**src/rtl/uart_pkg.sv**
```systemverilog
// Shared types and constants for the error-reporter UART transmitter.
// Frame length helper used when sizing timing expectations.
package uart_pkg;

  typedef enum logic [2:0] {
    ST_IDLE,
    ST_START,
    ST_DATA,
    ST_PARITY,
    ST_STOP
  } uart_tx_state_t;

  localparam int PARITY_NONE = 0;
  localparam int PARITY_EVEN = 1;
  localparam int PARITY_ODD  = 2;

  function automatic int uart_frame_bits(int parity, int stop_bits);
    return 9 + ((parity != PARITY_NONE) ? 1 : 0) + stop_bits;
  endfunction

endpackage

```
**src/rtl/uart_baud_counter.sv**
```systemverilog
// Bit-period counter: flags the last cycle of each UART bit.
// Wraps on its own at bit end, so back-to-back bits need no clear.
module uart_baud_counter #(
  parameter int CLKS_PER_BIT = 868
) (
  input  logic clk,
  input  logic rst,
  input  logic clear,
  output logic bit_done
);

  localparam int CW = $clog2(CLKS_PER_BIT);

  logic [CW-1:0] cnt_q;
  logic [CW-1:0] cnt_d;

  assign bit_done = (cnt_q == CW'(CLKS_PER_BIT - 1));

  always_comb begin
    cnt_d = cnt_q + CW'(1);
    if (clear || bit_done) cnt_d = '0;
  end

  always_ff @(posedge clk or negedge rst) begin
    if (!rst) cnt_q <= '0;
    else      cnt_q <= cnt_d;
  end

endmodule

```
**src/rtl/error_uart_tx.sv**
```systemverilog
// 8-bit UART transmitter for the memory-test error reporter.
// Optional parity, 1 or 2 stop bits, zero-gap back-to-back frames.
module error_uart_tx
  import uart_pkg::*;
#(
  parameter int CLKS_PER_BIT = 868,
  parameter int STOP_BITS    = 1,
  parameter int PARITY       = 0
) (
  input  logic       clk,
  input  logic       rst,
  input  logic       tx_data_ready,
  input  logic [7:0] tx_data,
  output logic       tx_data_accepted,
  output logic       tx,
  output logic       busy
);

  if (CLKS_PER_BIT < 2) begin : g_bad_clks
    $error("CLKS_PER_BIT must be >= 2");
  end
  if (STOP_BITS != 1 && STOP_BITS != 2) begin : g_bad_stop
    $error("STOP_BITS must be 1 or 2");
  end
  if (PARITY != PARITY_NONE && PARITY != PARITY_EVEN &&
      PARITY != PARITY_ODD) begin : g_bad_par
    $error("PARITY must be 0, 1 or 2");
  end

  uart_tx_state_t state_q, state_d;
  logic [7:0] shift_q, shift_d;
  logic [2:0] idx_q, idx_d;
  logic       par_q, par_d;
  logic       stop_q, stop_d;
  logic       tx_q, tx_d;
  logic       busy_q, busy_d;
  logic       bit_done;
  logic       last_stop;
  logic       can_accept;
  logic       clear;

  assign clear = (state_q == ST_IDLE) || (state_d != state_q);

  uart_baud_counter #(
    .CLKS_PER_BIT(CLKS_PER_BIT)
  ) u_baud (
    .clk     (clk),
    .rst     (rst),
    .clear   (clear),
    .bit_done(bit_done)
  );

  assign last_stop  = bit_done && (stop_q == 1'(STOP_BITS - 1));
  assign can_accept = (state_q == ST_IDLE) ||
                      ((state_q == ST_STOP) && last_stop);
  assign tx_data_accepted = can_accept & tx_data_ready & rst;

  always_ff @(posedge clk or negedge rst) begin
    if (!rst) begin
      state_q <= ST_IDLE;
      shift_q <= '0;
      idx_q   <= '0;
      par_q   <= 1'b0;
      stop_q  <= 1'b0;
      tx_q    <= 1'b1;
      busy_q  <= 1'b0;
    end else begin
      state_q <= state_d;
      shift_q <= shift_d;
      idx_q   <= idx_d;
      par_q   <= par_d;
      stop_q  <= stop_d;
      tx_q    <= tx_d;
      busy_q  <= busy_d;
    end
  end

  always_comb begin
    state_d = state_q;
    shift_d = shift_q;
    idx_d   = idx_q;
    par_d   = par_q;
    stop_d  = stop_q;
    unique case (state_q)
      ST_IDLE: state_d = ST_IDLE;
      ST_START: begin
        if (bit_done) begin
          state_d = ST_DATA;
          idx_d   = '0;
        end
      end
      ST_DATA: begin
        if (bit_done) begin
          shift_d = {1'b0, shift_q[7:1]};
          idx_d   = idx_q + 3'd1;
          stop_d  = 1'b0;
          if (idx_q == 3'd7)
            state_d = (PARITY != PARITY_NONE) ? ST_PARITY : ST_STOP;
        end
      end
      ST_PARITY: begin
        if (bit_done) begin
          state_d = ST_STOP;
          stop_d  = 1'b0;
        end
      end
      ST_STOP: begin
        if (bit_done) begin
          stop_d = 1'b1;
          if (last_stop) state_d = ST_IDLE;
        end
      end
      default: state_d = ST_IDLE;
    endcase
    // Acceptance overrides the STOP exit so frames chain with no gap.
    if (tx_data_accepted) begin
      state_d = ST_START;
      shift_d = tx_data;
      par_d   = (^tx_data) ^ (PARITY == PARITY_ODD);
    end
  end

  always_comb begin
    tx_d = 1'b1;
    unique case (state_d)
      ST_START:  tx_d = 1'b0;
      ST_DATA:   tx_d = shift_d[0];
      ST_PARITY: tx_d = par_d;
      default:   tx_d = 1'b1;
    endcase
    busy_d = (state_d != ST_IDLE);
  end

  assign tx   = tx_q;
  assign busy = busy_q;

endmodule

```
**config.mk**
```make
export PLATFORM = sky130hd
export DESIGN_NAME = error_uart_tx
export DESIGN_NICKNAME = d
export VERILOG_FILES = /design/src/rtl/uart_pkg.sv /design/src/rtl/uart_baud_counter.sv /design/src/rtl/error_uart_tx.sv
export SDC_FILE = /design/constraint.sdc
export NUM_CORES = 1
export LEC_CHECK = 0
export ABC_AREA = 1
export CORE_UTILIZATION = 57
export DETAILED_ROUTE_END_ITERATION = 10
export GPL_TIMING_DRIVEN = 1
export PLACE_DENSITY_LB_ADDON = 0.08
export SLEW_MARGIN = 10
export SYNTH_ARGS = -nofsm -noshare
export SYNTH_HDL_FRONTEND = slang
export SYNTH_HIERARCHICAL = 1
export SYNTH_SLANG_ARGS = --single-unit
```
**constraint.sdc**
```tcl
create_clock -name clk -period 2.2 [get_ports clk]
set_input_delay 0.33 -clock clk [delete_from_list [all_inputs] [get_ports clk]]
set_output_delay 0.33 -clock clk [all_outputs]
set_load 0.005 [all_outputs]
```
==> results of run 1 <==
metrics by stage:
step / utilization, % / cell area (µm²) / worst slack [ns] / hold slack, ns
after floorplan: - / 1660 / 0.272 / 0.0344
after global placement: 68.3 / 1880 / 0.115 / 0.483
after detailed placement: 68.3 / 1880 / 0.0861 / 0.488
after CTS: 70.5 / 1940 / 0.0411 / 0.453
after global routing: 71.3 / 1970 / 0.0330 / 0.459
final: 71.3 / 1970 / 0.202 / 0.454
power groups by stage:
stage,combinational (W),clock [W],sequential [W]
after floorplan,0.000231,0,0.000692
after global placement,0.000368,0,0.000688
after detailed placement,0.000370,0,0.000692
after CTS,0.000390,0.000254,0.000677
after global routing,0.000461,0.000273,0.000692
final,0.000404,0.000242,0.000678
routing by layer:
layer	vias up	share of wire [%]
met3	2	1.5
met2	11	51
li1	757	-
met5	-	0
met4	0	0.72
met1	612	47
worst reg2reg max path: cells and delay by family, from the launching register on:
kind            cells  cell delay, ns
simple gates        8            0.73
compound gates      2            0.26
fa+ha+maj           1            0.19
flops               1            0.39
buf+inv             4            0.32
state kept, by name, summed over array words and instances (netlist names):
signal        cells
idx_q             3
tx                1
stop_q            1
busy              1
shift_q           8
u_baud/cnt_q     10
state_q           3
par_q             1
path summary, 6_finish.rpt:
check                                 from                to  slack (ns)  depth (start not counted)
max reg2reg                u_baud/cnt_q[1]   u_baud/cnt_q[2]        0.22                         15
min reg2reg                       idx_q[0]          idx_q[0]        0.52                          1
max in group asynchronous              rst                tx        1.44                          2
min                                    rst   u_baud/cnt_q[1]        0.45                          2
max                        u_baud/cnt_q[1]  tx_data_accepted        0.20                         10
min in group clk                  idx_q[0]          idx_q[0]        0.52                          1
synthesized netlist by cell type, drive strengths merged:
master,n
ha,3
a21o,1
nor2,33
o21ai,6
and2,1
xor2,3
a21oi,2
xnor2,2
or2,2
nand2,82
nand4,4
inv,37
nor3,1
a31oi,1
nand3,15
o211ai,6
dfstp,1
dfrtp,27
repair_timing:
action,in CTS,in global routing
buffers inserted,3,2
hold buffers,0,0
pin swaps,1,2
endpoints found under the setup margin,1,11
resized for setup,3,4
cell type report:
type / count / share of cell area (%)
flip-flops and latches: 28 / 35.7
well taps: 31 / 1.97
multi-input cells: 162 / 42.4
clock buffers: 4 / 1.84
repair buffers: 25 / 10.9
inverters: 37 / 7.19
cell families (layout without fill, tap and decap cells):
logic type	after synthesis	count (layout)	synth area share (%)
XOR/XNOR	5	5	2.63
AND/OR/NAND/NOR	138	138	37.8
adder cells (fa/ha/maj)	3	3	2.26
flip-flops	28	28	42.2
AO/OA/AOI/OAI	16	16	6.62
buffers and inverters	37	66	8.50
==> run summary, run 1 <==
The flow ran to the end, and the final reports show no timing, DRC or antenna violations. The critical path goes through ha_2, nand2_1, nor2_2, nand3_2, inv_2, inv_2, o21ai_4, nand2_4, inv_4, clkbuf_2. The share of the synthesized area in the top cell type is 40.6%. The register area share after synthesis came out at 42.2%. Measured along the y axis, the die boundary spans 56.0 µm. The final non-filler cell total came out at 287.

The clock tree from TritonCTS is done. STA classifies the critical path endpoint as a primary output. Cell internal power was estimated by the tool at 0.000923 W. IR analysis of the VDD net gives a maximum drop of 0.000501 V.

The switching power of the nets is 0.000401 W. The I/O pin total came out at 14. After global routing, the most crowded layer is met2. The remaining design rule violation count came out at 0. The headroom to the max-slew limit came out at 76.1%. 0 antenna diodes ended up in the layout.

The clock network is responsible for 18.3% of the overall power. Of all cell types, the one taking the most synthesized area is dfrtp_1. The number of buffers inserted by port buffering is 13.

Registers are responsible for 51.2% of the overall power. The max-slew violation count was 0. The number of global-route vias before repair came out at 1,391. Dividing the detail-routed wire length by the instance count gives 10.2 µm. The root buffer cell chosen for the clock tree is clkbuf_4. The source-to-sink clock delay at the later pin of the worst-skew pair came out at 0.32 ns. The layout has 251 filler cells. The cell seen most often among critical-path stages is inv_2. After layout, the design draws a total of 0.00132 W. Yosys mapped the design onto 27 distinct sky130hd cell types. Data arrives at the worst endpoint at 1.67 ns. The post-synthesis sequential element count is 28. Counting the buffers created by CTS gives 3. The cell area that synthesis handed to floorplanning was 0.00166 mm². In this run the static leakage power is 1.05 nW. The cell count after synthesis came out at 227. The maximum number of pins on one net before global-route repair came out at 29. The detailed-route vias per instance came out at 4.82. The setup path with the least slack is of type register to primary output.

The power density over the cells came out at 673 mW/mm². The layout overhead on the synthesized area came out at 18.3%. The combined area of the multi-input logic cells came out at 833 µm².

In the layout the commonest cells are nand2_1, inv_1, dfrtp_1, nor2_1. The fraction of power consumed by combinational cells came out at 30.5%. At the pin with the least slew margin, the transition time is 0.358 ns. The final hold violation count came out at 0. The clock sink count is 28. The most common library cell in the layout ignoring fill and taps is nand2_1. The endpoint required time on the critical path came out at 1.87 ns. For this block, the initial DRC count from the detailed router was 41. Subtracting the final worst setup slack from the clock period gives 2.00 ns. For this run the aggregate overflow at the end of global routing stands at 0.

Global routing consumed, on the met3 layer, 2.33% of the routing resources. The global-route met1 utilization is 28.8%. For this run, global-route usage on met2 was measured as 40.5%. The die covers 0.00314 mm². The average cell area after synthesis came out at 7.33 µm².

The number of antenna violations at the first check in global routing came out at 0. The maximum buffer depth of the clock tree came out at 2. For this block, the routed nets add up to 2920 µm of wire. The total area of sequential cells is 702 µm². The clock-pin transition on the worst setup and hold timing paths came out at 0.14 ns. The via total after detailed routing came out at 1,382. The synthesis warning total is 6.

The placer congestion estimate is 0.934. Along the worst path, the maximum fanout reaches 5. Yosys attributes the largest share of cell area to dfrtp_1, nand2_1, inv_1. The global-route wire length before repair is 5660 µm. The worst hold path belongs to the class input port to async pin. The kind of cell adding the most delay to the critical path is flip-flops.

The final period utilization is 90.8%. The number of endpoints failing setup at the final stage is 0. The net switching fraction of the power came out at 30.3%. The area of the placeable core is 0.00276 mm². The fraction of layout instances using a drive strength above 1 is 16.8%.

The number of nets at the end of the flow is 271. The worst setup path is launched from a register. The setup clock skew after layout came out at 0.00781 ns. Max-cap violations in this run came to 0. The sum of net half-perimeters after detailed placement came out at 2300 µm.

The number of buffers and inverters on the critical path is 4. The largest incremental delay on the critical path came out at 0.39 ns. The total track usage came out at 22.7%. The first-pass detailed-route iteration total is 4. Once placement completed, the tool counted placed cells totaling 278.

The die span in x is 56.0 µm. The depth of the CTS H-tree is 1. Once detail routing completed, the nets flagged for antenna violations numbered 0. The slowest stage of the critical path is the dfrtp_1 cell. Setup repair after global routing left no endpoint under its margin. The starting density of the core came out at 60.3%. The number of rows created at floorplan is 19. The total negative setup slack came out at 0 ns. The achievable frequency came out at 500 MHz. The total nets after synthesis is 241.
(Power assumes the default switching activity.)
==> run 2: changes to the inputs <==
--- a/config.mk
+++ b/config.mk
@@ -6,7 +6,7 @@
 export NUM_CORES = 1
 export LEC_CHECK = 0
 export ABC_AREA = 1
-export CORE_UTILIZATION = 57
+export CORE_UTILIZATION = 50
 export DETAILED_ROUTE_END_ITERATION = 10
 export GPL_TIMING_DRIVEN = 1
 export PLACE_DENSITY_LB_ADDON = 0.08
==> constraint.sdc (replaced) <==
create_clock -name clk -period 2.2 [get_ports clk]
set_input_delay 0.33 -clock clk [delete_from_list [all_inputs] [get_ports clk]]
set_output_delay 0.33 -clock clk [all_outputs]
set_load 0.1 [all_outputs]
==> run summary, run 2 (synthesized netlist as in run 1, its figures left out) <==
The clock period minus worst slack came out at 2.14 ns (+0.143 ns). The number of hold-repair buffers added at the cts stage came out at 0 (unchanged). The fraction of layout instances using a drive strength above 1 came out at 17.9% (+1.1 points). The global-route wire length before repair came out at 5640 µm (-0.25%). Setup repair after global routing could not meet its margin everywhere. The maximum buffer depth of the clock tree came to 2 (unchanged). The library cell used most frequently in the layout, excluding fill and tap cells, is nand2_1. The register with the most flip-flops is u_baud/cnt_q. The endpoint identified for the worst register-to-register timing path is u_baud/cnt_q[0]. The clock sink count came out at 28 (unchanged). The final hold violation count came out at 0 (unchanged). The number of endpoints failing setup at the final stage came out at 0 (unchanged). The slowest stage of the critical path is the dfrtp_1 cell. The largest incremental delay on the critical path was 0.40 ns (about the same).

The die span in x is 59.7 µm (+6.5%). The max-capacitance violation count came out at 0 (unchanged). The worst register-to-register path begins at u_baud/cnt_q[1]. The remaining antenna violation count after routing is 0 (unchanged). The source-to-sink clock delay at the later pin of the worst-skew pair came to 0.34 ns (+0.02 ns). The category of the most critical setup path is register to primary output. The slack of the worst reg-to-reg path came out at 0.28 ns (+0.06 ns). The number of buffers inserted by port buffering came to 13 (unchanged). The setup clock skew after layout came out at 0.0124 ns (+0.00459 ns). The headroom to the max-slew limit came out at 76.8% (+0.67 points). The data arrival at the endpoint of the critical path is 1.81 ns (+0.14 ns). The path class of the tightest hold or removal check is input port to async pin. The most numerous cell type found on the critical path is inv_2. The highest fanout seen on the critical path came out at 3 (-2). The maximum number of pins on one net before global-route repair came out at 29 (unchanged). The number of antenna violations at the first check in global routing is 0 (unchanged). STA classifies the critical path startpoint as a register. The first-pass detailed-route iteration total came out at 4 (unchanged).

The number of buffers created by CTS was 3 (unchanged). The detailed-route wire length is 3240 µm (+11%). The transition time of the tightest slew-check pin came out at 0.348 ns (-0.0101 ns).

The number of global-route vias before repair was 1,362 (-2.1%). The power density over the cells came to 702 mW/mm² (+4.3%). The achievable frequency is 467 MHz (-6.7%).

Walking the worst path, the cells encountered are or2_1, nor2_2, nand3_2, inv_2, inv_2, o21ai_4, nand2_4, inv_4, buf_12. The depth of the CTS H-tree is 1 (unchanged). The kind of capture point of the worst setup path is a primary output. The leakage component of the power is 1.06 nW (+1.3%).

The flow ran to the end, and the final reports show no timing, DRC or antenna violations. The detailed-route vias per instance is 4.72 (-2.0%). The max-slew violation count is 0 (unchanged). The remaining design rule violation count was 0 (unchanged). The area of the placeable core is 0.00310 mm² (+13%).

The starting density of the core came out at 53.6% (-6.7 points). The via total after detailed routing is 1,421 (+2.8%). The largest registers in the layout are u_baud/cnt_q: 10 flops, shift_q: 8 flops.

The worst supply voltage drop on vdd is 0.000291 V (-42%). TritonCTS built the clock tree. From synthesis to final layout, the design area changed by 20.4%. The area enclosed by the die boundary came out at 0.00356 mm² (+13%). The worst reg-to-reg path cell count is 14 (-1). The antenna diode instance count came out at 0 (unchanged). The vertical die dimension came to 59.7 µm (+6.5%). The total track usage is 21.4% (-1.3 points).

The tree is rooted in a clkbuf_4. The overall overflow remaining after global route was 0 (unchanged). The number of placed cells counting well taps came out at 286 (+2.9%).

The worst hold slack after final layout came out at 0.424 ns (-0.0308 ns). The final period utilization was 97.4% (+6.5 points). The sum of net half-perimeters after detailed placement is 2400 µm (+4.4%). The overall power after layout was 0.00141 W (+6.2%). The I/O pin total is 14 (unchanged). The number of rows created at floorplan came out at 20 (+1). The number of fill cells in the layout is 321 (+28%).

The flip-flop count of the largest register, all copies and words added came out at 10 (unchanged). The placer congestion estimate came out at 0.883 (-5.5%). In the layout the commonest cells are nand2_1, inv_1, dfrtp_1, nor2_1, buf_4. The number of nets at the end of the flow came out at 272 (+0.37%).

The endpoint required time on the critical path came out at 1.87 ns (about the same). The clock-pin transition on the worst setup and hold timing paths is 0.15 ns (about the same). The final non-filler cell total is 301 (+4.9%).

The starting DRC count in detailed routing came to 38 (-7.3%). The mean routed wirelength per cell came to 10.8 µm (+5.8%).
==> run 2: cell count changes in the layout (fill, tap and decap cells not counted), sizes merged <==
cell	delta
buf	+4
clkbuf	-1
clkdlybuf4s50	-2
==> run 2: worst max path at each step <==
| stage | cells past startpoint | from | to | slack, ns |
|---|---|---|---|---|
| 2_1_floorplan | 14 | u_baud/cnt_q[0] | u_baud/cnt_q[6] | 0.12 |
| 4_1_cts | 10 | u_baud/cnt_q[1] | tx_data_accepted | 0.04 |
| 3_3_place_gp | 13 | u_baud/cnt_q[0] | u_baud/cnt_q[9] | 0.23 |
| 3_5_place_dp | 14 | u_baud/cnt_q[0] | u_baud/cnt_q[6] | 0.19 |
| 6_report | 9 | u_baud/cnt_q[2] | tx_data_accepted | 0.06 |
| 5_1_grt | 9 | u_baud/cnt_q[2] | tx_data_accepted | -0.03 |
==> run 2: metal layers <==
metal  part of all wire, %  up-vias  track usage [%]
li1                      -      761                -
met1                    49      637             27.7
met2                    48       18             36.5
met3                   2.0        5             2.60
met4                   1.4        0             7.97
met5                     0        -                0
==> run 2: power by group <==
part / total [W] / internal (W) / switching [W]
clock: 0.000253 / 0.000102 / 0.000152
combinational: 0.000463 / 0.000210 / 0.000253
sequential: 0.000690 / 0.000620 / 0.0000693
==> run 2: metrics by stage <==
stage	cell area [µm²]	setup TNS (ns)	setup slack, ns	util [%]
6_report	2000	0	0.0583	64.5
5_1_grt	2000	-0.0305	-0.0305	64.5
4_1_cts	1950	0	0.0373	62.9
3_5_place_dp	1870	0	0.185	60.2
3_3_place_gp	1870	0	0.235	60.2
2_1_floorplan	1660	0	0.124	-
==> run 2: cell type report <==
cell class                      count  area [µm²]  area share, %
Tap cell                           44        55.1           2.75
Clock buffer                        4        36.3           1.81
Multi-Input combinational cell    162         835           41.7
Inverter                           37         141           7.06
Timing Repair Buffer               26         233           11.6
Sequential cell                    28         702           35.1
==> run 2: worst max-delay path: cells and delay by family, from the launching register on <==
family | cells | cell delay, ns
DFF | 1 | 0.40
buffers and inverters | 4 | 0.39
and+or+nand+nor | 4 | 0.53
AOI/OAI and AO/OA | 1 | 0.17
==> run 2: timing repair <==
item	4_1_cts	5_1_grt
pin swaps	1	5
resized for setup	2	2
endpoints found under the setup margin	1	10
buffers inserted	6	5
==> run 3: changes to the inputs <==
--- a/config.mk
+++ b/config.mk
@@ -8,8 +8,9 @@
 export ABC_AREA = 1
 export CORE_UTILIZATION = 50
 export DETAILED_ROUTE_END_ITERATION = 10
-export GPL_TIMING_DRIVEN = 1
+export GPL_TIMING_DRIVEN = 0
 export PLACE_DENSITY_LB_ADDON = 0.08
+export SETUP_SLACK_MARGIN = 0.02
 export SLEW_MARGIN = 10
 export SYNTH_ARGS = -nofsm -noshare
 export SYNTH_HDL_FRONTEND = slang
==> run summary, run 3 (synthesized netlist as in run 1, its figures left out) <==
The run finished, with violations left. The final reports fail on negative hold slack. The category of the most critical setup path is register to primary output. The leakage component of the power is 1.04 nW (-2.2%).

The maximum number of pins on one net before global-route repair came out at 30 (+3.4%). The overall overflow remaining after global route came out at 0 (unchanged). In this run the critical register-to-register path is launched from u_baud/cnt_q[3].

The number of global-route vias before repair was 1,216 (-11%). The internal power of the cells came out at 0.000915 W (-1.8%). The largest incremental delay on the critical path came out at 0.40 ns (about the same). The worst reg-to-reg path cell count came out at 13 (-1). The maximum buffer depth of the clock tree came out at 2 (unchanged). The number of antenna violations at the first check in global routing came to 0 (unchanged). The worst hold slack after final layout is -0.00311 ns (-0.427 ns). The portion of total power attributed to the clock network is 18.2% (+0.2 points). The starting density of the core came out at 53.6% (unchanged). Setup repair after global routing could not meet its margin everywhere. The final non-filler cell total is 296 (-1.7%). The number of buffers inserted by port buffering is 13 (unchanged). The antenna diode instance count came out at 0 (unchanged). The global-route wire length before repair is 5030 µm (-11%). The slowest stage of the critical path belongs to the cell dfrtp_1. The sum of net half-perimeters after detailed placement is 2230 µm (-7.1%).

The headroom to the max-slew limit is 36.1% (-41 points). The sequential share of power came to 49.2% (about the same). The number of rows created at floorplan came to 20 (unchanged). The data arrival at the endpoint of the critical path was 1.83 ns (+0.02 ns). The kind of capture point of the worst setup path is a primary output. The fraction of layout instances using a drive strength above 1 is 17.1% (-0.84 points). The flip-flop count of the largest register, all copies and words added is 10 (unchanged). The achievable frequency is 463 MHz (-0.76%).

The highest fanout seen on the critical path is 6 (+3). The mean routed wirelength per cell came to 9.96 µm (-7.5%). The final core utilization came out at 63.7% (-0.81 points).

The number of endpoints failing setup at the final stage came out at 0 (unchanged). The worst supply voltage drop on vdd came to 0.000349 V (+20%). The clock tree from TritonCTS is done. The net switching fraction of the power came to 33.6% (-0.16 points). The starting DRC count in detailed routing is 76 (+100%).

The total track usage came out at 18.6% (-2.7 points). From synthesis to final layout, the design area changed by 18.9%. The detailed-route vias per instance is 4.80 (+1.8%). The fraction of power consumed by combinational cells is 32.7% (-0.2 points).

The transition time of the tightest slew-check pin came out at 0.957 ns (+0.609 ns). The source-to-sink clock delay at the later pin of the worst-skew pair came out at 0.33 ns (about the same). The switching power of the nets came out at 0.000462 W (-2.5%). The via total after detailed routing is 1,422 (+0.070%). The detailed-route wire length came out at 2950 µm (-9.1%). The clock sink count is 28 (unchanged). In the layout the commonest cells are nand2_1, inv_1, dfrtp_1, nor2_1, nand3_1. The signal on the critical path passes through or2_1, nor2_2, nand3_2, inv_4, inv_2, o21ai_4, nand2_4, inv_6, buf_12. The number of nets at the end of the flow is 267 (-1.8%).

The area enclosed by the die boundary came out at 0.00356 mm² (unchanged). The I/O pin total is 14 (unchanged). The setup clock skew after layout came to 0.0125 ns (+0.000133 ns). The power density over the cells is 696 mW/mm² (-0.82%).

The largest registers in the layout are u_baud/cnt_q: 10 flops, shift_q: 8 flops. The clock-pin transition on the worst setup and hold timing paths is 0.15 ns (about the same). The first-pass detailed-route iteration total is 4 (unchanged). The max-slew violation count came out at 0 (unchanged). The max-capacitance violation count came out at 0 (unchanged).

The remaining design rule violation count is 0 (unchanged). The min-delay analysis places its worst path in the category input port to async pin. The final period utilization is 98.1% (+0.74 points).

The clock period minus worst slack is 2.16 ns (+0.0163 ns). The post-layout worst setup margin is 0.0420 ns (-0.0163 ns). The die span in x came to 59.7 µm (unchanged).

The number of hold-repair buffers added at the cts stage is 0 (unchanged). CTS placed an instance of clkbuf_4 at the clock tree root. The area of the placeable core is 0.00310 mm² (unchanged). The final hold violation count is 14 (+14). The number of placed cells counting well taps came out at 284 (-0.70%).

The overall power after layout came to 0.00138 W (-2.1%). STA classifies the critical path startpoint as a register. The vertical die dimension is 59.7 µm (unchanged). The placer congestion estimate is 0.802 (-9.1%). The number of buffers created by CTS is 3 (unchanged).

The depth of the CTS H-tree came out at 1 (unchanged). Tracing the worst setup path back leads to its startpoint at u_baud/cnt_q[3]. The remaining antenna violation count after routing is 0 (unchanged). The endpoint required time on the critical path is 1.87 ns (about the same). The register with the most flip-flops is u_baud/cnt_q.

The library cell used most frequently in the layout, excluding fill and tap cells, is nand2_1. The worst-case setup slack after placement came to -0.923 ns (-1.11 ns).
run 3: final cells by class:
| type | count | area, µm² |
|---|---|---|
| sequential | 28 | 702 |
| inverter | 37 | 146 |
| clock buffer | 4 | 36.3 |
| timing repair buffer | 21 | 196 |
| fill | 304 | 1130 |
| tap | 44 | 55.1 |
| multi-input combinational | 162 | 841 |
run 3: final timing paths:
path | to | slack [ns]
max in group asynchronous | shift_q[7] | 1.79
min reg2reg | idx_q[0] | 0.51
max | tx_data_accepted | 0.04
max reg2reg | u_baud/cnt_q[9] | 0.13
min | u_baud/cnt_q[5] | -0.003
min in group clk | idx_q[0] | 0.51
run 3: metal layers:
metal	vias up	part of all wire (%)	global-route usage, %
li1	754	-	-
met1	647	49	24.5
met2	19	47	31.1
met3	2	2.8	2.60
met4	0	0.98	6.98
met5	-	0	0
run 3: critical path: cells and delay by family, from the launching register on:
family,cells,cell delay [ns]
simple gates,4,0.57
flops,1,0.40
compound gates,1,0.15
buf+inv,4,0.39
run 3: power groups by stage:
stage	Combinational, W	Sequential (W)	Clock, W
6_report	0.000450	0.000677	0.000250
5_1_grt	0.000503	0.000691	0.000280
4_1_cts	0.000429	0.000677	0.000260
3_5_place_dp	0.000364	0.000706	0
3_3_place_gp	0.000359	0.000706	0
2_1_floorplan	0.000238	0.000735	0
run 3: timing repair:
| item | CTS | global route |
|---|---|---|
| hold endpoints to repair | 0 | 0 |
| gates resized for setup | 14 | 6 |
| setup endpoints to repair | 12 | 12 |
| setup buffers | 5 | 3 |
| pin swaps | 0 | 2 |
run 3: metrics by stage:
step           cell area, µm²  hold WS (ns)  setup TNS [ns]
2_1_floorplan            1660        0.0344               0
3_3_place_gp             1850         0.477          -14.27
3_5_place_dp             1840         0.387           -1.59
4_1_cts                  1930       0.00994         -0.0862
5_1_grt                  1980        0.0265          -0.195
6_report                 1980      -0.00311               0
